<file path="src/rtl/leaf_stream_packetizer.sv">
`default_nettype none
// ============================================================================
// Module   : leaf_stream_packetizer
// Brief    : Transmit endpoint of the BFT leaf stream protocol. Wraps user
//            words into BFT packets with a rolling receiver buffer address,
//            meters them against returned credits and re-drives bounced
//            packets.
// Revision : 1.0 - initial release
// ============================================================================
module leaf_stream_packetizer #(
    parameter int PACKET_BITS        = 49,
    parameter int PAYLOAD_BITS       = 32,
    parameter int NUM_LEAF_BITS      = 3,
    parameter int NUM_PORT_BITS      = 4,
    parameter int NUM_ADDR_BITS      = 7,
    parameter int NUM_BRAM_ADDR_BITS = 7,
    parameter int CREDIT_PORT        = 1
) (
    input  logic                          clk,
    input  logic                          reset,
    input  logic                          cfg_load,
    input  logic [NUM_LEAF_BITS-1:0]      cfg_dst_leaf,
    input  logic [NUM_PORT_BITS-1:0]      cfg_dst_port,
    input  logic [NUM_LEAF_BITS-1:0]      cfg_src_leaf,
    input  logic [NUM_PORT_BITS-1:0]      cfg_src_port,
    input  logic [PAYLOAD_BITS-1:0]       in_data,
    input  logic                          in_valid,
    output logic                          in_ready,
    output logic [PACKET_BITS-1:0]        dout_leaf_interface2bft,
    input  logic                          resend,
    input  logic [PACKET_BITS-1:0]        din_leaf_bft2interface,
    output logic                          busy,
    output logic [NUM_BRAM_ADDR_BITS:0]   credits
);

    // Zero bits between the address field and the payload.
    localparam int GAP_BITS = PACKET_BITS - 1 - NUM_LEAF_BITS - NUM_PORT_BITS
                              - NUM_ADDR_BITS - PAYLOAD_BITS;
    localparam int CRED_W   = NUM_BRAM_ADDR_BITS + 1;

    localparam logic [CRED_W-1:0] c_credit_max = {1'b1, {NUM_BRAM_ADDR_BITS{1'b0}}};

    localparam logic [1:0] c_st_idle   = 2'd0;
    localparam logic [1:0] c_st_config = 2'd1;
    localparam logic [1:0] c_st_stream = 2'd2;

    logic [1:0]                    state_q,    state_d;
    logic [PACKET_BITS-1:0]        dout_q,     dout_d;
    logic [NUM_BRAM_ADDR_BITS-1:0] addr_q,     addr_d;
    logic [CRED_W-1:0]             credits_q,  credits_d;
    logic [NUM_LEAF_BITS-1:0]      dst_leaf_q, dst_leaf_d;
    logic [NUM_PORT_BITS-1:0]      dst_port_q, dst_port_d;

    logic                     w_hold;
    logic                     w_xfer;
    logic                     w_credit_hit;
    logic [NUM_PORT_BITS-1:0] w_din_port;
    logic [CRED_W-1:0]        w_credit_add;
    logic [CRED_W:0]          w_credit_sum;
    logic                     w_din_unused;

    function automatic logic [PACKET_BITS-1:0] make_pkt(
        input logic [NUM_LEAF_BITS-1:0] leaf,
        input logic [NUM_PORT_BITS-1:0] port,
        input logic [NUM_ADDR_BITS-1:0] addr,
        input logic [PAYLOAD_BITS-1:0]  payload
    );
        return {1'b1, leaf, port, addr, {GAP_BITS{1'b0}}, payload};
    endfunction

    // Only valid, port and the low credit bits of incoming packets matter.
    assign w_din_unused = ^din_leaf_bft2interface;

    assign w_din_port   = din_leaf_bft2interface[PACKET_BITS-2-NUM_LEAF_BITS -: NUM_PORT_BITS];
    assign w_credit_hit = din_leaf_bft2interface[PACKET_BITS-1]
                          && (w_din_port == NUM_PORT_BITS'(CREDIT_PORT));
    assign w_credit_add = w_credit_hit ? din_leaf_bft2interface[NUM_BRAM_ADDR_BITS:0] : '0;

    // A bounced valid packet must be held, so no new word may enter that cycle.
    assign w_hold   = dout_q[PACKET_BITS-1] && resend;
    assign in_ready = (state_q == c_st_stream) && (credits_q != '0) && !w_hold;
    assign w_xfer   = in_valid && in_ready;

    // A transfer implies credits_q >= 1, so the subtraction never underflows.
    assign w_credit_sum = (CRED_W+1)'(credits_q) + (CRED_W+1)'(w_credit_add)
                          - (CRED_W+1)'(w_xfer);

    assign dout_leaf_interface2bft = dout_q;
    assign busy                    = (state_q != c_st_idle);
    assign credits                 = credits_q;

    // Next-state, output packet, address counter and credit computation.
    always_comb begin
        state_d    = state_q;
        dout_d     = '0;
        addr_d     = addr_q;
        dst_leaf_d = dst_leaf_q;
        dst_port_d = dst_port_q;
        credits_d  = (w_credit_sum > (CRED_W+1)'(c_credit_max)) ? c_credit_max
                                                                 : w_credit_sum[CRED_W-1:0];
        case (state_q)
            c_st_idle: begin
                // Source ids only feed the config packet, captured straight into dout.
                if (cfg_load) begin
                    dst_leaf_d = cfg_dst_leaf;
                    dst_port_d = cfg_dst_port;
                    dout_d     = make_pkt(cfg_dst_leaf, '0, '0,
                                          PAYLOAD_BITS'({cfg_src_leaf, cfg_src_port}));
                    state_d    = c_st_config;
                end
            end
            c_st_config: begin
                if (w_hold) begin
                    dout_d = dout_q;
                end else begin
                    state_d = c_st_stream;
                end
            end
            c_st_stream: begin
                if (w_hold) begin
                    dout_d = dout_q;
                end else if (w_xfer) begin
                    dout_d = make_pkt(dst_leaf_q, dst_port_q,
                                      NUM_ADDR_BITS'(addr_q), in_data);
                    addr_d = addr_q + NUM_BRAM_ADDR_BITS'(1);
                end
            end
            default: begin
                state_d = c_st_idle;
            end
        endcase
    end

    // State registers with synchronous reset.
    always_ff @(posedge clk) begin
        if (reset) begin
            state_q    <= c_st_idle;
            dout_q     <= '0;
            addr_q     <= '0;
            credits_q  <= c_credit_max;
            dst_leaf_q <= '0;
            dst_port_q <= '0;
        end else begin
            state_q    <= state_d;
            dout_q     <= dout_d;
            addr_q     <= addr_d;
            credits_q  <= credits_d;
            dst_leaf_q <= dst_leaf_d;
            dst_port_q <= dst_port_d;
        end
    end

endmodule
`default_nettype wire
</file>
<file path="config.mk">
export PLATFORM = sky130hd
export DESIGN_NAME = leaf_stream_packetizer
export DESIGN_NICKNAME = d
export VERILOG_FILES = /design/src/rtl/leaf_stream_packetizer.sv
export SDC_FILE = /design/constraint.sdc
export NUM_CORES = 1
export LEC_CHECK = 0
export BUFFER_PORTS_ARGS = -buffer_cell sky130_fd_sc_hd__buf_2
export CAP_MARGIN = 20
export CELL_PAD_IN_SITES_DETAIL_PLACEMENT = 1
export CELL_PAD_IN_SITES_GLOBAL_PLACEMENT = 1
export CORE_MARGIN = 3
export CORE_UTILIZATION = 32
export DETAILED_ROUTE_END_ITERATION = 10
export GPL_TIMING_DRIVEN = 1
export PLACE_DENSITY_LB_ADDON = 0.1
export SLEW_MARGIN = 25
export SYNTH_ARGS = -nofsm -noshare
export SYNTH_HDL_FRONTEND = slang
export SYNTH_SLANG_ARGS = --single-unit
</file>
<file path="constraint.sdc">
create_clock -name clk -period 3.5 [get_ports clk]
set_input_delay 0.175 -clock clk [delete_from_list [all_inputs] [get_ports clk]]
set_output_delay 0.175 -clock clk [all_outputs]
set_load 0.02 [all_outputs]
</file>
=== After elaboration in Yosys (flattened, before gate mapping) ===
Cells that the tools add are included.

* Logic and storage cells: 41
* Bits in registers: 73
* Input port bits: 100

* Reductions and logical operators: 14
* Bitwise operators: 2
* Order comparisons: 1
* Equality and inequality tests: 6
* Multiplexer cells: 9
* $add $sub $neg: 3

{| class="wikitable"
|+ Operator list
! cell !! number
|-
| two-way mux 49 bit || 4
|-
| case mux 49 bit (3 select lines) || 1
|-
| adder 8 x 8 -> 9 bit || 1
|-
| > comparator 9 x 8 -> 1 bit (second input constant) || 1
|-
| subtractor 9 x 1 -> 9 bit || 1
|-
| two-way mux 8 bit || 1
|-
| nonzero test 8 bit || 1
|-
| adder 7 x 1 -> 7 bit (second input constant) || 1
|-
| != test 2 bit (second input constant) || 3
|-
| case mux 2 bit (3 select lines) || 1
|-
| AND reduction 3 bit || 2
|-
| logical AND 1 bit || 5
|-
| == test 4 x 1 -> 1 bit (second input constant) || 1
|-
| two-way mux 2 bit || 2
|-
| AND reduction 2 bit || 2
|-
| == test 2 x 1 -> 1 bit (second input constant) || 1
|-
| == test 2 bit (second input constant) || 1
|-
| logical NOT 2 bit || 1
|-
| inverter 1 bit || 2
|-
| nonzero test 2 bit || 1
|-
| OR reduction 2 bit || 1
|-
| logical NOT 1 bit || 1
|}

=== Depth between registers and ports, before layout ===
Gate-level depths: netlist of run 1.

* Word-level depth: 7
* Mapped depth: 13
* Mapped depth without buffers: 12

=== Worst setup path before layout of run 1 ===
OpenSTA, ideal clock, no wires.

* Path kind: reg2reg
* Start: reg credits_q[3] (netlist: credits[3])
* End: reg credits_q[0] (netlist: credits[0])
* Buffers on the path: 1
* Stages on the path, launching flop included: 13
* Period minus slack after synthesis: 3,222 ps
* Setup time: 147 ps
* Arrival time: 3,075 ps
* Path slack: 278 ps
* Cell sequence: dfxtp_1 -> nor4_2 -> a2111oi_4 -> buf_2 -> ha_1 -> inv_1 -> ha_1 -> fa_1 -> a21oi_1 -> nor2_1 -> o311a_1 -> nor3_2 -> a211oi_1

* Cells in the longest elaborated chain, start to end: 7
* Elaborated cells on any way between the ends: 8
* Those cells by class: add/sub (2); order compare (1); reduce/logical (5)

{| class="wikitable"
|+ Ends and longest elaborated chain
! what !! RTL line !! source
|-
| start, declared || 50 || <nowiki>logic [CRED_W-1:0] credits_q, credits_d;</nowiki>
|-
| start signal, assigned || 140 || <nowiki>credits_q <= c_credit_max;</nowiki>
|-
| start signal, assigned || 147 || <nowiki>credits_q <= credits_d;</nowiki>
|-
| parallel branches: the longest is 4 deep, another holds adder 8 x 8 -> 9 bit || n/a ||
|-
| subtractor 9 x 1 -> 9 bit * || 86 || <nowiki>- (CRED_W+1)'(w_xfer);</nowiki>
|-
| > comparator 9 x 8 -> 1 bit || 99 || <nowiki>credits_d = (w_credit_sum > (CRED_W+1)'(c_credit_max)) ? c_credit_max</nowiki>
|-
| OR reduction 2 bit (no line) || n/a ||
|}

Mark *: on every way between the ends.
A chain may end at the register's enable or synchronous reset.

=== Worst setup path in the final report of run 1 ===
* Start: reg credits_q[6] (netlist: credits[6])
* End: reg credits_q[7] (netlist: credits[7])

The elaborated chain is that of the path after synthesis.

==> out/qor.txt, run 1 <==
Worst Tran Pin Value - 0.804 ns
Via Count - 2949
Slew Limit Fails - 0
WP data required - 3.72 ns
sequential area share after synthesis - 44.8%
switching power - 0.903 mW
Flop pwr share - 35.9%
clock sinks - 71
largest net degree at the start of global routing - 55
Area Overhead vs Synth - 28.9%
Synth Register Bits - 71
largest family of logic cells by synthesized area - compound AO/OA/AOI/OAI gates
core area - 9420 µm²
combinational share of power - 37.7%
standard-cell row count - 35
P_int - 1.57 mW
EDFF count, synth - 0
initial core utilization - 33.7%
delay-heaviest family, CP - simple AND/OR/NAND/NOR gates
final setup vio count - 0
Finished Cell Area - 4090 µm²
hold path cells - 3
routability cong. - 0.813
setup bufs post-CTS - 0
outcome - finished, final reports clean
Setup TNS Final - 0 ns
H-Tree Depth - 3
Synth Area in Simple Gates - 17.5%
RSZ-0062 raised after global routing - false
top post-synthesis cells by area - dfxtp_1, a22oi_1, nor2_1
Mapped Area - 3170 µm²
grt ovf - 0
critical path launch point type - flip-flop
Final Cycle Share - 91.2%
crit-path max cell delay - 0.49 ns
Die ar. - 11100 µm²
worst path bufs/invs - 2
worst-path maximum fanout - 8
leak pwr - 1.90 nW
MaxCap Viol Count - 0
Die X - 106 µm
post-route ant nets - 0
drt first pass iters - 4
Worst slew margin - 46.4%
area share of fa/ha/maj cells after synthesis - 7.34%
Clk pwr share - 26.4%
Crit Path Class - reg2reg
maximum clock path buffer count - 2
PwrDens - 606 nW/µm²
cell breakdown of the critical path - nor4_2 -> a2111oi_4 -> ha_1 -> inv_1 -> ha_1 -> fa_1 -> a21oi_1 -> nor2_1 -> nor4_1 -> nor3_2 -> buf_4 -> or2_1
IO Pins - 159
Synth cell types - 46
worst hold path type - in2reg
NumNets Final - 587
PortBufs - 120
TritonCTS clock tree - yes
count of warnings emitted by yosys - 0
Cell Count, Final, Fillers Out - 603
ant diodes - 0
clk_lat worst skew - 0.34 ns
Levels on crit path - 12
Syn Inst Count - 356
Routed Wire Length - 8950 µm
final hold viol count - 0
Worst IR Drop VDD - 0.000213 V
WL per Instance - 14.8 µm
sw frac - 36.5%
DRC errors left - 0
area leader, netlist - dfxtp_1
first-pass GRT wire length - 14600 µm
Worst Path Arrival - 3.41 ns
Syn Area/Cell - 8.91 µm²
post-synthesis xor/xnor area fraction - 2.49%
Area after DPL - 3880 µm²
mux contribution to synthesized area - 0.631%
Worst Setup Slack post-DPL - 0.322 ns
initial antenna violation count - 0
CTS root buffer - clkbuf_8
HPWL Detailed - 6430 µm
layout cells sized above 1 - 31.4%
Clk pin slew, worst setup/hold paths - 0.08 ns
CP max-delay cell - nor4_2
post-synthesis compound-gate area fraction - 20.7%
Critical Path Sink Type - flip-flop
Top cell by count, worst path - ha_1
crit path time final - 3.19 ns
Clock Skews - 0.00974 ns
CTS Buf Count - 9
vias in the first global route - 2960
die height - 106 µm
Synth top area share - 44.8%
Max Freq - 0.313 GHz
vias per cell - 4.89
Primary FF master, synth - dfxtp_1
GR Util All Layers - 16.0%
placed cell count - 587
R2R cell count - 12
Worst Slack Setup Final - 0.307 ns
initial drt markers - 102
ys async rst share - 0%
==> layout by cell type, fill, tap and decap left out, drive strengths merged, types with 2 or more instances in the layout <==
master,count
buf,124
dfxtp,71
nor2,60
a22oi,36
nand2,30
inv,29
ha,17
a21oi,14
a222oi,10
clkbuf,10
nor3,9
xor2,7
a211oi,3
nand3,3
a21o,3
nand4,3
and3,3
o211ai,3
o21ai,3
nor4,3
and2,2
nand2b,2
a2111oi,2
mux2i,2
xnor2,2
a211o,2
nor2b,2
conb,2
clkinvlp,2
or3,2
clkinv,2
==> sequential cells by signal (all words and copies together) (netlist names) <==
signal	cells
dout_leaf_interface2bft	47
credits	8
addr_q	7
dst_port_q	4
dst_leaf_q	3
state_q	2
==> final timing paths <==
path	from	to	slack (ns)
setup reg to reg	credits[6]	credits[7]	0.31
setup / recovery	credits[6]	credits[7]	0.31
hold reg to reg	dst_port_q[3]	dst_port_q[3]	0.46
hold / removal	cfg_dst_port[1]	dst_port_q[1]	0.07
==> worst min-delay path: stages <==
cell and delay [ns]:
buf_2 0.10, nand2_1 0.05, a21oi_1 0.05
==> timing repair <==
item                                    4_1_cts  5_1_grt
gates resized for setup                       0        1
endpoints found under the setup margin        0        2
hold buffers                                  0        0
==> cells by family (layout without fill, tap and decap cells) <==
family | after synthesis | in the layout
adders and majority gates | 18 | 18
and+or+nand+nor | 122 | 122
other | 1 | 2
buffers and inverters | 51 | 168
DFF | 71 | 71
AOI/OAI and AO/OA | 82 | 82
xor gates and xnor gates | 9 | 9
muxes | 2 | 2
==> synth_stat cells, drive strengths merged, types with 2 or more instances <==
cell type,n
a2111oi,2
a211o,2
a211oi,3
a21o,3
a21oi,14
a222oi,10
a22oi,36
and2,2
and3,3
buf,5
clkbuf,18
dfxtp,71
ha,17
inv,28
mux2i,2
nand2,30
nand2b,2
nand3,3
nand4,3
nor2,60
nor2b,2
nor3,9
nor4,3
o211ai,3
o21ai,3
or3,2
xnor2,2
xor2,7
==> per-stage QoR <==
stage / hold WS, ns / power, mW / utilization [%]
floorplan: 0.311 / 1.58 / -
global placement: 0.416 / 1.81 / 41.2
detailed placement: 0.428 / 1.83 / 41.2
CTS: 0.0573 / 2.50 / 43.3
global route: 0.0562 / 2.66 / 43.4
finish: 0.0729 / 2.48 / 43.4
==> final cells by class <==
cell class	count	area [µm²]
clock buffers	10	128
clock inverters	6	70.1
fillers	1143	5330
inverters	28	105
multi-input cells	235	1570
flip-flops and latches	71	1420
well taps	129	161
repair buffers	124	631
==> power by group through the flow <==
| stage | Clock (mW) | Combinational [mW] | Sequential (mW) |
|---|---|---|---|
| after floorplan | 0 | 0.648 | 0.937 |
| after global placement | 0 | 0.908 | 0.902 |
| after detailed placement | 0 | 0.931 | 0.903 |
| after CTS | 0.681 | 0.937 | 0.885 |
| after global routing | 0.718 | 1.05 | 0.894 |
| final | 0.654 | 0.933 | 0.888 |
==> metal layers <==
metal	wire, µm	GRT usage [%]	up-vias	part of all wire, %
met5	0	0	-	0
met4	38	5.27	0	0.42
met2	4330	27.0	67	48
met1	4150	19.9	1411	46
met3	437	3.98	2	4.9
li1	-	-	1469	-
Note: power is estimated with default switching activity, not from simulation.
==> inputs of run 2 (changes only) <==
==> constraint.sdc (replaced) <==
create_clock -name clk -period 3.2 [get_ports clk]
set_input_delay 0.16 -clock clk [delete_from_list [all_inputs] [get_ports clk]]
set_output_delay 0.16 -clock clk [all_outputs]
set_load 0.02 [all_outputs]
==> out/qor.txt, run 2 (synthesis gave the netlist of run 1 again) <==
placed cell count - 592 (was 587)
setup bufs post-CTS - 0 (unchanged)
most common cell after layout, fill and taps aside - buf_2 (unchanged)
HPWL Detailed - 6490 µm (was 6430 µm)
NumNets Final - 592 (was 587)
crit path time final - 3.00 ns (was 3.19 ns)
clock sinks - 71 (unchanged)
vias in the first global route - 3105 (was 2960)
Die ar. - 11100 µm² (unchanged)
# hold bufs at CTS - 0 (unchanged)
layout cells sized above 1 - 32.6% (was 31.4%)
WL per Instance - 14.9 µm (was 14.8 µm)
Routed Wire Length - 9070 µm (was 8950 µm)
routability cong. - 0.766 (was 0.813)
die height - 106 µm (unchanged)
Worst Path Arrival - 3.21 ns (was 3.41 ns)
critical path launch point type - flip-flop (unchanged)
Worst Tran Pin Value - 0.891 ns (was 0.804 ns)
CTS root buffer - clkbuf_8 (unchanged)
commonest cells after routing, fill and taps aside - buf_2, dfxtp_1, nor2_1 (unchanged)
crit-path max cell delay - 0.39 ns (was 0.49 ns)
delay-heaviest family, CP - adder cells (was simple AND/OR/NAND/NOR gates)
drt first pass iters - 4 (unchanged)
Top cell by count, worst path - ha_1 (unchanged)
Setup TNS Final - 0 ns (unchanged)
grt ovf - 0 (unchanged)
Cell Count, Final, Fillers Out - 608 (was 603)
Crit Path Class - reg2reg (unchanged)
leak pwr - 1.96 nW (was 1.90 nW)
standard-cell row count - 35 (unchanged)
Worst slew margin - 40.4% (was 46.4%)
largest net degree at the start of global routing - 55 (unchanged)
MaxCap Viol Count - 0 (unchanged)
core area - 9420 µm² (unchanged)
R2R setup slack - 0.20 ns (was 0.31 ns)
Clock Skews - 0.00878 ns (was 0.00974 ns)
PortBufs - 120 (unchanged)
first-pass GRT wire length - 15000 µm (was 14600 µm)
final setup vio count - 0 (unchanged)
final hold viol count - 0 (unchanged)
RSZ-0062 raised after global routing - false (unchanged)
vias per cell - 4.85 (was 4.89)
Critical Path Sink Type - flip-flop (unchanged)
DRC errors left - 0 (unchanged)
GR Util All Layers - 16.4% (was 16.0%)
Slew Limit Fails - 0 (unchanged)
max reg flops - 47 (unchanged)
CTS Buf Count - 9 (unchanged)
Clk pin slew, worst setup/hold paths - 0.08 ns (about the same)
post-route ant nets - 0 (unchanged)
Via Count - 2951 (was 2949)
Area Overhead vs Synth - 32.4% (was 28.9%)
WP data required - 3.42 ns (was 3.72 ns)
worst path bufs/invs - 2 (unchanged)
initial drt markers - 89 (was 102)
maximum clock path buffer count - 2 (unchanged)
clk_lat worst skew - 0.34 ns (about the same)
worst-path maximum fanout - 8 (unchanged)
TritonCTS clock tree - yes (unchanged)
CP max-delay cell - fa_2 (was nor4_2)
worst hold path type - in2reg (unchanged)
cell breakdown of the critical path - nor4_2 -> buf_4 -> a2111oi_4 -> ha_1 -> inv_1 -> ha_1 -> fa_2 -> a21oi_2 -> nor2_1 -> o311a_1 -> nor3_4 -> a211oi_1 (was nor4_2 -> a2111oi_4 -> ha_1 -> inv_1 -> ha_1 -> fa_1 -> a21oi_1 -> nor2_1 -> nor4_1 -> nor3_2 -> buf_4 -> or2_1)
ant diodes - 0 (unchanged)
H-Tree Depth - 3 (unchanged)
IO Pins - 159 (unchanged)
Worst IR Drop VDD - 0.000249 V (was 0.000213 V)
PwrDens - 712 nW/µm² (was 606 nW/µm²)
initial core utilization - 33.7% (unchanged)
initial antenna violation count - 0 (unchanged)
Final Cycle Share - 93.6% (was 91.2%)
Max Freq - 0.334 GHz (was 0.313 GHz)
post-CTS resize count - 0 (unchanged)
Die X - 106 µm (unchanged)
outcome - finished, final reports clean (unchanged)
## run 2: where the power goes
part	internal [mW]	leakage (nW)	total, mW	switching (mW)
clock network	0.601	0.128	0.944	0.343
registers	0.932	0.576	0.966	0.0342
logic	0.456	1.25	1.08	0.623
## run 2: per-stage QoR
stage | utilization (%) | area (µm²) | worst slack, ns | power, mW | hold WS, ns
floorplan | - | 3190 | 0.0147 | 1.75 | 0.296
finish | 44.6 | 4200 | 0.204 | 2.99 | 0.0564
CTS | 44.5 | 4190 | 0.118 | 3.03 | 0.0422
detailed placement | 41.7 | 3930 | 0.148 | 2.06 | 0.411
global route | 44.6 | 4200 | 0.0173 | 3.19 | 0.0383
global placement | 41.7 | 3930 | 0.198 | 2.04 | 0.405
## run 2: path summary, 6_finish.rpt
path	to	startpoint	depth (start not counted)
max	credits[1]	credits[1]	12
min reg2reg	dst_port_q[3]	dst_port_q[3]	2
min	dst_port_q[1]	cfg_dst_port[1]	3
max reg2reg	credits[1]	credits[1]	12
## run 2: final cells by class
| class | instances | area, µm² |
|---|---|---|
| clock buffers | 11 | 131 |
| clock inverters | 5 | 129 |
| fillers | 1161 | 5220 |
| inverters | 28 | 105 |
| multi-input cells | 235 | 1580 |
| flip-flops and latches | 71 | 1420 |
| well taps | 129 | 161 |
| repair buffers | 129 | 668 |
## run 2: tightest hold or removal path, delay by kind of cell
kind / cells / cell delay, ns
AO/OA/AOI/OAI: 1 / 0.05
buffers and inverters: 1 / 0.10
AND/OR/NAND/NOR: 1 / 0.05
## run 2: layer usage
metal  wire [µm]  track usage [%]  vias up
met2        4410             27.8       70
met3         539             4.72        9
met1        4030             20.3     1394
li1            -                -     1478
met4         101             4.72        0
met5           0                0        -
==> inputs of run 3 (changes only) <==
--- a/config.mk
+++ b/config.mk
@@ -14,6 +14,7 @@
 export DETAILED_ROUTE_END_ITERATION = 10
 export GPL_TIMING_DRIVEN = 1
 export PLACE_DENSITY_LB_ADDON = 0.1
+export RECOVER_POWER = 100
 export SLEW_MARGIN = 25
 export SYNTH_ARGS = -nofsm -noshare
 export SYNTH_HDL_FRONTEND = slang
==> out/qor.txt, run 3 (synthesis gave the netlist of run 1 again) <==
NumNets Final - 592 (unchanged)
Fill cells - 1174 (was 1161)
Area Overhead vs Synth - 29.9% (was 32.4%)
ant diodes - 0 (unchanged)
Worst Tran Pin Value - 1.19 ns (was 0.891 ns)
Die X - 106 µm (unchanged)
Area after DPL - 3930 µm² (unchanged)
Final Cycle Share - 94.1% (was 93.6%)
Finished Cell Area - 4120 µm² (was 4200 µm²)
outcome - finished, final reports clean (unchanged)
vias in the first global route - 3105 (unchanged)
post-route ant nets - 0 (unchanged)
worst-path maximum fanout - 8 (unchanged)
worst hold endpoint - dst_port_q[1] (unchanged)
routability cong. - 0.766 (unchanged)
max reg flops - 47 (unchanged)
Crit Path Class - reg2reg (unchanged)
layout cells sized above 1 - 20.5% (was 32.6%)
Routed Wire Length - 9120 µm (was 9070 µm)
final setup vio count - 0 (unchanged)
Die ar. - 11100 µm² (unchanged)
clock sinks - 71 (unchanged)
H-Tree Depth - 3 (unchanged)
core area - 9420 µm² (unchanged)
initial core utilization - 33.7% (unchanged)
grt ovf - 0 (unchanged)
PortBufs - 120 (unchanged)
post-CTS resize count - 0 (unchanged)
DRC errors left - 0 (unchanged)
Setup TNS Final - 0 ns (unchanged)
R2R cell count - 12 (unchanged)
# hold bufs at CTS - 0 (unchanged)
Worst Path Arrival - 3.23 ns (was 3.21 ns)
Worst IR Drop VDD - 0.000250 V (was 0.000249 V)
PwrDens - 724 nW/µm² (was 712 nW/µm²)
worst hold path type - in2reg (unchanged)
reg2reg start - credits[6] (was credits[1])
Slew Limit Fails - 0 (unchanged)
die height - 106 µm (unchanged)
Multi-input gate area - 1580 µm² (unchanged)
CTS root buffer - clkbuf_8 (unchanged)
R2R setup slack - 0.19 ns (was 0.20 ns)
WP data required - 3.42 ns (about the same)
IO Pins - 159 (unchanged)
Max Freq - 0.332 GHz (was 0.334 GHz)
standard-cell row count - 35 (unchanged)
drt first pass iters - 6 (was 4)
min-delay src - cfg_dst_port[1] (unchanged)
initial drt markers - 80 (was 89)
Clk pin slew, worst setup/hold paths - 0.08 ns (about the same)
initial antenna violation count - 0 (unchanged)
most common cell after layout, fill and taps aside - dfxtp_1 (was buf_2)
Critical Path Sink Type - flip-flop (unchanged)
vias per cell - 4.85 (unchanged)
GR Util All Layers - 16.4% (unchanged)
Clock Skews - 0.00863 ns (was 0.00878 ns)
clk_lat worst skew - 0.34 ns (about the same)
CTS Buf Count - 9 (unchanged)
Via Count - 2951 (unchanged)
MaxCap Viol Count - 0 (unchanged)
Worst slew margin - 20.6% (was 40.4%)
critical path launch point type - flip-flop (unchanged)
first-pass GRT wire length - 15000 µm (unchanged)
Final Hold Slack - 0.0560 ns (was 0.0564 ns)
fin util - 43.7% (was 44.6%)
largest net degree at the start of global routing - 55 (unchanged)
hold path cells - 3 (unchanged)
Seq. cell area - 1420 µm² (unchanged)
leak pwr - 1.71 nW (was 1.96 nW)
commonest cells after routing, fill and taps aside - dfxtp_1, buf_2, nor2_1, clkbuf_1, a22oi_1 (was buf_2, dfxtp_1, nor2_1)
WL per Instance - 15.0 µm (was 14.9 µm)
setup bufs post-CTS - 0 (unchanged)
reg-to-reg endpoint - credits[1] (unchanged)
crit path time final - 3.01 ns (was 3.00 ns)
TritonCTS clock tree - yes (unchanged)
final hold viol count - 0 (unchanged)
HPWL Detailed - 6490 µm (unchanged)
maximum clock path buffer count - 2 (unchanged)
RSZ-0062 raised after global routing - false (unchanged)
[run 3: cell count changes in the layout (fill, tap and decap cells not counted)]
| cell | change |
|---|---|
| and2_1 | -2 |
| and2_0 | +2 |
| clkbuf_2 | +1 |
| buf_2 | -57 |
| clkbuf_1 | +58 |
| buf_4 | -2 |
[run 3: critical path, cell delays in order, from the launching register on]
cell and delay (ns):
dfxtp_1 0.34, nor4_2 0.29, buf_4 0.18, a2111oi_4 0.07, ha_1 0.29, inv_1 0.04
ha_1 0.21, fa_2 0.39, a21oi_2 0.17, nor2_1 0.09, o311a_1 0.38, nor3_4 0.35
a211oi_1 0.10
[run 3: area by class of cell]
class                      count  share of cell area (%)
multi-input combinational    235                    38.4
sequential                    71                    34.5
inverter                      28                    2.55
clock inverter                 5                    3.13
clock buffer                  11                    3.19
tap                          129                    3.92
timing repair buffer         129                    14.3
[run 3: worst max path at each step]
| stage | from | endpoint | slack [ns] |
|---|---|---|---|
| 5_1_grt | credits[2] | credits[3] | 0.02 |
| 3_3_place_gp | credits[2] | credits[0] | 0.20 |
| 4_1_cts | credits[2] | credits[1] | 0.12 |
| 3_5_place_dp | credits[2] | credits[1] | 0.15 |
| 2_1_floorplan | credits[3] | credits[0] | 0.01 |
| 6_report | credits[6] | credits[1] | 0.19 |
[run 3: report_power, final]
group	internal, mW	total [mW]	switching (mW)
Clock	0.601	0.944	0.343
Sequential	0.932	0.967	0.0354
Combinational	0.445	1.07	0.628
[run 3: per-layer routing]
layer / GRT usage [%] / vias up / wire length (µm)
met1: 20.3 / 1399 / 4150
li1: - / 1478 / -
met3: 4.72 / 8 / 511
met4: 4.72 / 0 / 95
met5: 0 / - / 0
met2: 27.8 / 66 / 4360
[run 3: stage by stage]
step / std cells / worst slack, ns / total power [mW]
floorplan: 357 / 0.0147 / 1.75
global placement: 592 / 0.198 / 2.04
detailed placement: 592 / 0.148 / 2.06
CTS: 608 / 0.118 / 3.03
global route: 608 / 0.0214 / 3.18
finish: 608 / 0.190 / 2.98
